### src/rtl/mem_arb_pkg.sv
// Shared types and defaults for the instruction/data SRAM port arbiter.
//   owner_e          : who receives the SRAM read data in the next cycle
//   STARVE_LIMIT_DEF : default number of consecutive lost conflicts before
//                      the fetch requester is forced to win
package mem_arb_pkg;

    localparam int STARVE_LIMIT_DEF = 3;

    typedef enum logic [1:0] {
        OWN_NONE = 2'd0,
        OWN_INST = 2'd1,
        OWN_DATA = 2'd2
    } owner_e;

endpackage

### src/rtl/mem_port_arbiter.sv
// Arbitrates one single-ported synchronous SRAM between an instruction-fetch
// requester and a data requester. Grants are combinational in the request
// cycle; the response (rvalid) follows one cycle later, steered by a
// registered owner. Data wins conflicts unless fetch has lost STARVE_LIMIT
// consecutive conflicts.
//   clk, resetn                  : clock, synchronous active-low reset
//   inst_req/addr -> inst_gnt    : fetch request channel
//   inst_rvalid/rdata            : fetch response channel
//   data_req/wen/addr/wdata      : data request channel (wen==0 is a read)
//   data_gnt, data_rvalid/rdata  : data grant and response (reads and writes)
//   sram_en/wen/addr/wdata       : shared SRAM request, zero when idle
//   sram_rdata                   : SRAM read data, one cycle after sram_en
module mem_port_arbiter
    import mem_arb_pkg::*;
#(
    parameter int ADDR_W       = 32,
    parameter int DATA_W       = 32,
    parameter int STARVE_LIMIT = STARVE_LIMIT_DEF
) (
    input  logic              clk,
    input  logic              resetn,
    input  logic              inst_req,
    input  logic [ADDR_W-1:0] inst_addr,
    output logic              inst_gnt,
    output logic              inst_rvalid,
    output logic [DATA_W-1:0] inst_rdata,
    input  logic              data_req,
    input  logic [3:0]        data_wen,
    input  logic [ADDR_W-1:0] data_addr,
    input  logic [DATA_W-1:0] data_wdata,
    output logic              data_gnt,
    output logic              data_rvalid,
    output logic [DATA_W-1:0] data_rdata,
    output logic              sram_en,
    output logic [3:0]        sram_wen,
    output logic [ADDR_W-1:0] sram_addr,
    output logic [DATA_W-1:0] sram_wdata,
    input  logic [DATA_W-1:0] sram_rdata
);

    localparam int              CNT_W = (STARVE_LIMIT < 1) ? 1 : $clog2(STARVE_LIMIT + 1);
    localparam logic [CNT_W-1:0] LIMIT = CNT_W'(STARVE_LIMIT);

    owner_e           r_owner;
    owner_e           w_owner_nxt;
    logic [CNT_W-1:0] r_starve_cnt;
    logic [CNT_W-1:0] w_starve_nxt;
    logic             w_starved;
    logic             w_inst_win;

    // Fetch wins when alone, or on a conflict once it has been starved.
    assign w_starved  = (r_starve_cnt == LIMIT);
    assign w_inst_win = inst_req && (!data_req || w_starved);

    // Grants are masked during reset so no SRAM access can be issued.
    assign inst_gnt = resetn && w_inst_win;
    assign data_gnt = resetn && data_req && !w_inst_win;

    always_comb begin
        sram_en    = 1'b0;
        sram_wen   = '0;
        sram_addr  = '0;
        sram_wdata = '0;
        if (inst_gnt) begin
            sram_en   = 1'b1;
            sram_addr = inst_addr;
        end else if (data_gnt) begin
            sram_en    = 1'b1;
            sram_wen   = data_wen;
            sram_addr  = data_addr;
            sram_wdata = data_wdata;
        end
    end

    always_comb begin
        w_owner_nxt  = OWN_NONE;
        w_starve_nxt = r_starve_cnt;
        if (inst_gnt)      w_owner_nxt = OWN_INST;
        else if (data_gnt) w_owner_nxt = OWN_DATA;

        // With inst_req high, a data grant can only be a lost conflict.
        if (inst_gnt || !inst_req)     w_starve_nxt = '0;
        else if (data_gnt && !w_starved) w_starve_nxt = r_starve_cnt + CNT_W'(1);
    end

    always_ff @(posedge clk) begin
        if (!resetn) begin
            r_owner      <= OWN_NONE;
            r_starve_cnt <= '0;
        end else begin
            r_owner      <= w_owner_nxt;
            r_starve_cnt <= w_starve_nxt;
        end
    end

    assign inst_rvalid = (r_owner == OWN_INST);
    assign data_rvalid = (r_owner == OWN_DATA);
    assign inst_rdata  = sram_rdata;
    assign data_rdata  = sram_rdata;

endmodule

### config.mk
export PLATFORM = sky130hd
export DESIGN_NAME = mem_port_arbiter
export DESIGN_NICKNAME = d
export VERILOG_FILES = /design/src/rtl/mem_arb_pkg.sv /design/src/rtl/mem_port_arbiter.sv
export SDC_FILE = /design/constraint.sdc
export NUM_CORES = 1
export LEC_CHECK = 0
export CAP_MARGIN = 20
export CORE_AREA = 5 5 103 105
export CTS_CLUSTER_SIZE = 28
export DETAILED_ROUTE_END_ITERATION = 12
export DIE_AREA = 0 0 108 110
export DONT_BUFFER_PORTS = 1
export PLACE_DENSITY = 0.39
export SETUP_SLACK_MARGIN = 0.05
export SLEW_MARGIN = 20
export SYNTH_ARGS = -nofsm -noshare
export SYNTH_HDL_FRONTEND = slang
export SYNTH_SLANG_ARGS = --single-unit
### constraint.sdc
create_clock -name clk -period 2.9 [get_ports clk]
set_input_delay 0.58 -clock clk [delete_from_list [all_inputs] [get_ports clk]]
set_output_delay 0.58 -clock clk [all_outputs]
set_load 0.1 [all_outputs]
==> qor.yml, run 1 <==
routing:
  finalWirelength_um: 7070
  routedWlPerCell_um: 19.0
  drt_iter0_markers: 78
  num_vias: 1696
  route.antenna.remaining_nets: 0
  drt_pass1_iterations: 3
  drc: 0
  vias_per_cell: 4.55
worst_setup_path:
  crit_arrival_ns: 1.98
  startpoint: "r_starve_cnt[0]"
  slowest_stage: "and2_4"
  path_cells: "ha_1 -> and2_4 -> buf_12 -> nor3b_4 -> buf_4"
  critPathLaunchType: "register"
  worst-setup-path-type: "register to output pin"
  required_ns: 2.32
  end_kind: "output pin"
  r2r-start: "r_starve_cnt[0]"
  critical-path-max-stage-delay_ns: 0.58
  path_max_fanout: 22
hold_path:
  min-delay-path-class: "register to register"
  hold_start: "r_starve_cnt[0]"
sta:
  fin_worst_skew_ns: 0.00204
  finalCritPeriodShare_pct: 88.3
  final.min_clock_period_ns: 2.56
  drv_slew: 0
  max_freq_mhz: 390
  relSlewSlack_pct: 61.6
  rsz0062_at_grt: "false"
  hold_violations: 0
  setup_viol: 0
  worstMarginPinSlew_ns: 0.576
  fin_setup_tns_ns: 0
run:
  maxCapViolations: 0
global_routing:
  grt_max_degree: 68
  antenna_found_initial: 0
  grt_pass1_vias: 1710
  grt_pass1_wl_um: 10000
  grt_overflow: 0
  grt.total_usage_pct: 10.6
cts:
  clk_pin_slew_ns: 0.03
  holdBufCountCts: 0
  cts-htree-levels: 1
  cts_tree: "yes"
  cts_resized: 0
  cts_made_buffers: 3
  clk_root_buffer_cell: "clkbuf_8"
  clk_latency_ns: 0.22
  cts_sinks: 4
  post_cts_buffers: 0
  clock_path_buffers: 2
final_layout:
  fin_nets: 379
  drive_gt1_share_pct: 68.3
  final_common_cell: "buf_4"
  num_antenna_cells: 0
  layout_common_cells: "buf_4, nand2_1, nor3b_4"
  fin_area_um2: 2970
  area_growth_pct: 54.6
power_and_ir_drop:
  clockPowerShare_pct: 12.9
  power.density_nw_per_um2: 301
  p_int_mw: 0.340
  combinationalPowerShare_pct: 80.5
  net-switching-power_mw: 0.554
  ir_drop_uv: 97.5
  p_leak_nw: 0.992
  seq_power_share_pct: 6.6
  swShare_pct: 61.9
yosys:
  ys.flop_type: "dfxtp_1"
  synthCells: 242
  yosysSeqAreaShare_pct: 4.16
  synth_cell_types: 19
  synth_fa_ha_area_share_pct: 0.651
  synthSimpleGateAreaFrac_pct: 34.4
  synth_top_area_cell: "buf_4"
  syn_avg_cell_area_um2: 7.95
  syn_nets: 379
  ys_async_sr_fraction_pct: 0
  ys_seq_elements: 4
  synth_xor_area_share_pct: 0
  synth_top_area_share_pct: 25.8
  synth-edff-count: 0
  synth.area.top_cells: "buf_4, o32ai_2, nand2_1"
  synthesis.area_um2: 1920
  synth_compound_area_share_pct: 26.4
  synth_top_family_by_area: "buffers and inverters"
  yosys_warnings: 0
  synth_mux_area_share_pct: 0
floorplanning:
  start_util_pct: 20.1
  fp.coreArea_um2: 9550
  pin_count: 273
  die_area_um2: 11900
  die_w_um: 108
  chipHeight_um: 110
  rows: 36
place:
  port_buffers: 0
  gp_congestion: 0.625
  hpwlAfterDp_um: 6010
  place_area_um2: 2930
status:
  status: "completed"
==> through the flow <==
stage | setup slack [ns] | util, % | total power, mW | std cells | hold WS (ns)
2_1_floorplan | -0.840 | - | 1.05 | 242 | 0.408
3_3_place_gp | 0.579 | 30.7 | 0.782 | 370 | 0.415
3_5_place_dp | 0.550 | 30.7 | 0.786 | 370 | 0.421
5_1_grt | 0.259 | 31.1 | 0.925 | 373 | 0.436
6_report | 0.339 | 31.1 | 0.894 | 373 | 0.426
4_1_cts | 0.325 | 31.1 | 0.904 | 373 | 0.425
==> final cells by class <==
cell class	instances	area, µm²
fill	995	6580
multi-input combinational	147	1900
clock buffer	3	41.3
sequential	4	80.1
timing repair buffer	84	776
tap	133	166
inverter	2	7.51
==> sequential cells by signal, summed over array words and instances, names as in the netlist <==
register,flops
r_owner,2
r_starve_cnt,2
==> layer usage <==
layer	vias to the layer above	global-route usage, %	part of all wire, %
met5	-	0	0
met4	0	2.16	0.83
met1	763	9.79	28
met2	146	21.5	56
li1	777	-	-
met3	10	4.48	15
==> power by group through the flow <==
| stage | Clock (mW) | Combinational [mW] | Sequential [mW] |
|---|---|---|---|
| floorplan | 0 | 0.994 | 0.0589 |
| global placement | 0 | 0.723 | 0.0592 |
| detailed placement | 0 | 0.727 | 0.0593 |
| CTS | 0.118 | 0.728 | 0.0586 |
| global route | 0.122 | 0.745 | 0.0587 |
| finish | 0.115 | 0.720 | 0.0586 |
==> critical path: cells and delay by family (launching register included) <==
| kind | cells | cell delay (ns) |
|---|---|---|
| adder cells (fa/ha/maj) | 1 | 0.32 |
| flip-flops | 1 | 0.32 |
| AND/OR/NAND/NOR | 2 | 0.63 |
| buffers and inverters | 2 | 0.47 |
==> Yosys cell counts, types with 2 or more instances <==
library cell   n
buf_6          8
dfxtp_1        4
nand2_1       66
buf_2         10
nor4_1         2
nor2_1         4
clkbuf_1       5
nor3b_2       18
buf_4         66
nor2b_1        3
o32ai_2       28
o32ai_1        4
nor3b_1       18
==> path summary, 6_finish.rpt <==
check	to	slack, ns	depth (start not counted)
hold / removal	r_starve_cnt[0]	0.43	1
setup reg to reg	r_owner[1]	1.46	3
setup / recovery	sram_wdata[11]	0.34	5
hold reg to reg	r_starve_cnt[0]	0.43	1
==> logic make-up after synthesis <==
family | count (synthesis)
flops | 4
simple gates | 112
fa+ha+maj | 1
buf+inv | 91
compound gates | 34
No activity file was read; power rests on OpenSTA's default activity.
==> inputs of run 2 (changes only) <==
--- a/config.mk
+++ b/config.mk
@@ -6,10 +6,10 @@
 export NUM_CORES = 1
 export LEC_CHECK = 0
 export CAP_MARGIN = 20
-export CORE_AREA = 5 5 103 105
+export CORE_AREA = 5 5 104 106
 export CTS_CLUSTER_SIZE = 28
 export DETAILED_ROUTE_END_ITERATION = 12
-export DIE_AREA = 0 0 108 110
+export DIE_AREA = 0 0 109 111
 export DONT_BUFFER_PORTS = 1
 export PLACE_DENSITY = 0.39
 export SETUP_SLACK_MARGIN = 0.05
==> run 2 against run 1 <==
Against the previous run:
- critical path type unchanged
- cell count decreased by 1.1%
- final area decreased by 2.4%
- via count is 1.2% lower
==> qor.yml, run 2 (synthesis results as in run 1) <==
final_layout:
  drive_gt1_share_pct: 67.8  # was 68.3%
  layout_common_cells: "buf_4, nand2_1, nor3b_4"  # unchanged
  num_antenna_cells: 0  # unchanged
  fin_nets: 375  # was 379
  top_regs: "r_owner: 2 flops, r_starve_cnt: 2 flops"  # unchanged
  area_growth_pct: 50.8  # was 54.6%
  fin_area_um2: 2900  # was 2970 µm²
  final_common_cell: "buf_4"  # unchanged
  multiInputGateArea_um2: 1900  # unchanged
  fill_cells: 995  # unchanged
  layoutNonFillerInstCount: 369  # was 373
  seqCellArea_um2: 80.1  # unchanged
worst_setup_path:
  worstReg2RegEnd: "r_owner[1]"  # unchanged
  worst-setup-path-type: "register to output pin"  # unchanged
  critPathLaunchType: "register"  # unchanged
  required_ns: 2.32  # about the same
  r2r_slack_ns: 1.45  # was 1.46 ns
  crit_arrival_ns: 1.97  # was 1.98 ns
  critPathTopFamily: "buffers and inverters"  # was simple AND/OR/NAND/NOR gates
  r2r-start: "r_starve_cnt[0]"  # unchanged
  critical-path-max-stage-delay_ns: 0.39  # was 0.58 ns
  critPathBufInv: 2  # unchanged
  r2r_cells: 4  # was 3
  crit_top_cell: "buf_4"
  slowest_stage: "nor2b_4"  # was and2_4
  path_cells: "ha_1 -> nor2b_4 -> buf_4 -> o32ai_4 -> buf_4"  # was ha_1 -> and2_4 -> buf_12 -> nor3b_4 -> buf_4
  end_kind: "output pin"  # unchanged
  path_max_fanout: 10  # was 22
sta:
  final.min_clock_period_ns: 2.55  # was 2.56 ns
  finalCritPeriodShare_pct: 87.9  # was 88.3%
  relSlewSlack_pct: 64.1  # was 61.6%
  setup_ws_ns: 0.350  # was 0.339 ns
  max_freq_mhz: 392  # was 390 MHz
  hold_violations: 0  # unchanged
  fin_worst_skew_ns: 0.000319  # was 0.00204 ns
  drv_slew: 0  # unchanged
  worstMarginPinSlew_ns: 0.538  # was 0.576 ns
  rsz0062_at_grt: "false"  # unchanged
  setup_viol: 0  # unchanged
routing:
  routedWlPerCell_um: 19.4  # was 19.0 µm
  vias_per_cell: 4.54  # was 4.55
  finalWirelength_um: 7160  # was 7070 µm
  drt_iter0_markers: 53  # was 78
  drc: 0  # unchanged
  drt_pass1_iterations: 2  # was 3
  num_vias: 1675  # was 1,696
  route.antenna.remaining_nets: 0  # unchanged
global_routing:
  antenna_found_initial: 0  # unchanged
  grt_pass1_wl_um: 10700  # was 10,000 µm
  grt_max_degree: 68  # unchanged
  grt_pass1_vias: 1866  # was 1,710
  grt.total_usage_pct: 10.9  # was 10.6%
  grt_overflow: 0  # unchanged
floorplanning:
  start_util_pct: 19.9  # was 20.1%
  die_w_um: 109  # was 108 µm
  pin_count: 273  # unchanged
  fp.coreArea_um2: 9680  # was 9550 µm²
  rows: 36  # unchanged
  chipHeight_um: 111  # was 110 µm
  die_area_um2: 12100  # was 11,900 µm²
place:
  dp_slack_ns: 0.555  # was 0.550 ns
  gp_congestion: 0.665  # was 0.625
  place_inst: 366  # was 370
  port_buffers: 0  # unchanged
  hpwlAfterDp_um: 6010  # about the same
  place_area_um2: 2860  # was 2930 µm²
cts:
  cts_made_buffers: 3  # unchanged
  holdBufCountCts: 0  # unchanged
  post_cts_buffers: 0  # unchanged
  clk_latency_ns: 0.21  # was 0.22 ns
  cts_sinks: 4  # unchanged
  clk_pin_slew_ns: 0.03  # about the same
  clk_root_buffer_cell: "clkbuf_8"  # unchanged
  cts_resized: 0  # unchanged
  clock_path_buffers: 2  # unchanged
  cts-htree-levels: 1  # unchanged
  cts_tree: "yes"  # unchanged
power_and_ir_drop:
  ir_drop_uv: 96.4  # was 97.5 µV
  p_leak_nw: 0.961  # was 0.992 nW
  total_power_mw: 0.885  # was 0.894 mW
  power.density_nw_per_um2: 305  # was 301 nW/µm²
status:
  status: "completed"  # unchanged
hold_path:
  whs_endpoint: "r_starve_cnt[0]"  # unchanged
  min_path_cells: 1  # unchanged
  min-delay-path-class: "register to register"  # unchanged
  hold_start: "r_starve_cnt[0]"  # unchanged
run:
  maxCapViolations: 0  # unchanged
==> run 2: final cells by class <==
cell class                 count  area share, %
sequential                     4           2.76
multi-input combinational    147           65.6
timing repair buffer          80           24.2
clock buffer                   3           1.42
tap                          133           5.74
inverter                       2          0.259
==> run 2: where the power goes <==
group	switching [mW]	internal (mW)
combinational	0.524	0.188
clock	0.0264	0.0883
sequential	0.00111	0.0575
==> run 2: per-layer routing <==
metal / part of all wire (%) / wire, µm / track usage (%)
met1: 27 / 1960 / 9.33
met2: 54 / 3890 / 21.7
met3: 16 / 1180 / 5.18
met4: 1.8 / 129 / 2.44
met5: 0 / 0 / 0
==> run 2: metrics by stage <==
stage / setup TNS [ns] / hold WS, ns / utilization [%]
global route: 0 / 0.465 / 29.9
global placement: 0 / 0.417 / 29.5
floorplan: -5.86 / 0.408 / -
finish: 0 / 0.446 / 29.9
detailed placement: 0 / 0.429 / 29.5
CTS: 0 / 0.450 / 29.9
==> run 2: worst max path at each step <==
stage	slack, ns	endpoint	depth (start not counted)	from
floorplan	-0.84	sram_addr[0]	3	data_req
global placement	0.57	sram_addr[12]	5	r_starve_cnt[0]
detailed placement	0.55	sram_addr[12]	5	r_starve_cnt[0]
CTS	0.31	sram_addr[12]	5	r_starve_cnt[0]
global route	0.28	sram_addr[12]	5	r_starve_cnt[0]
finish	0.35	sram_addr[12]	5	r_starve_cnt[0]
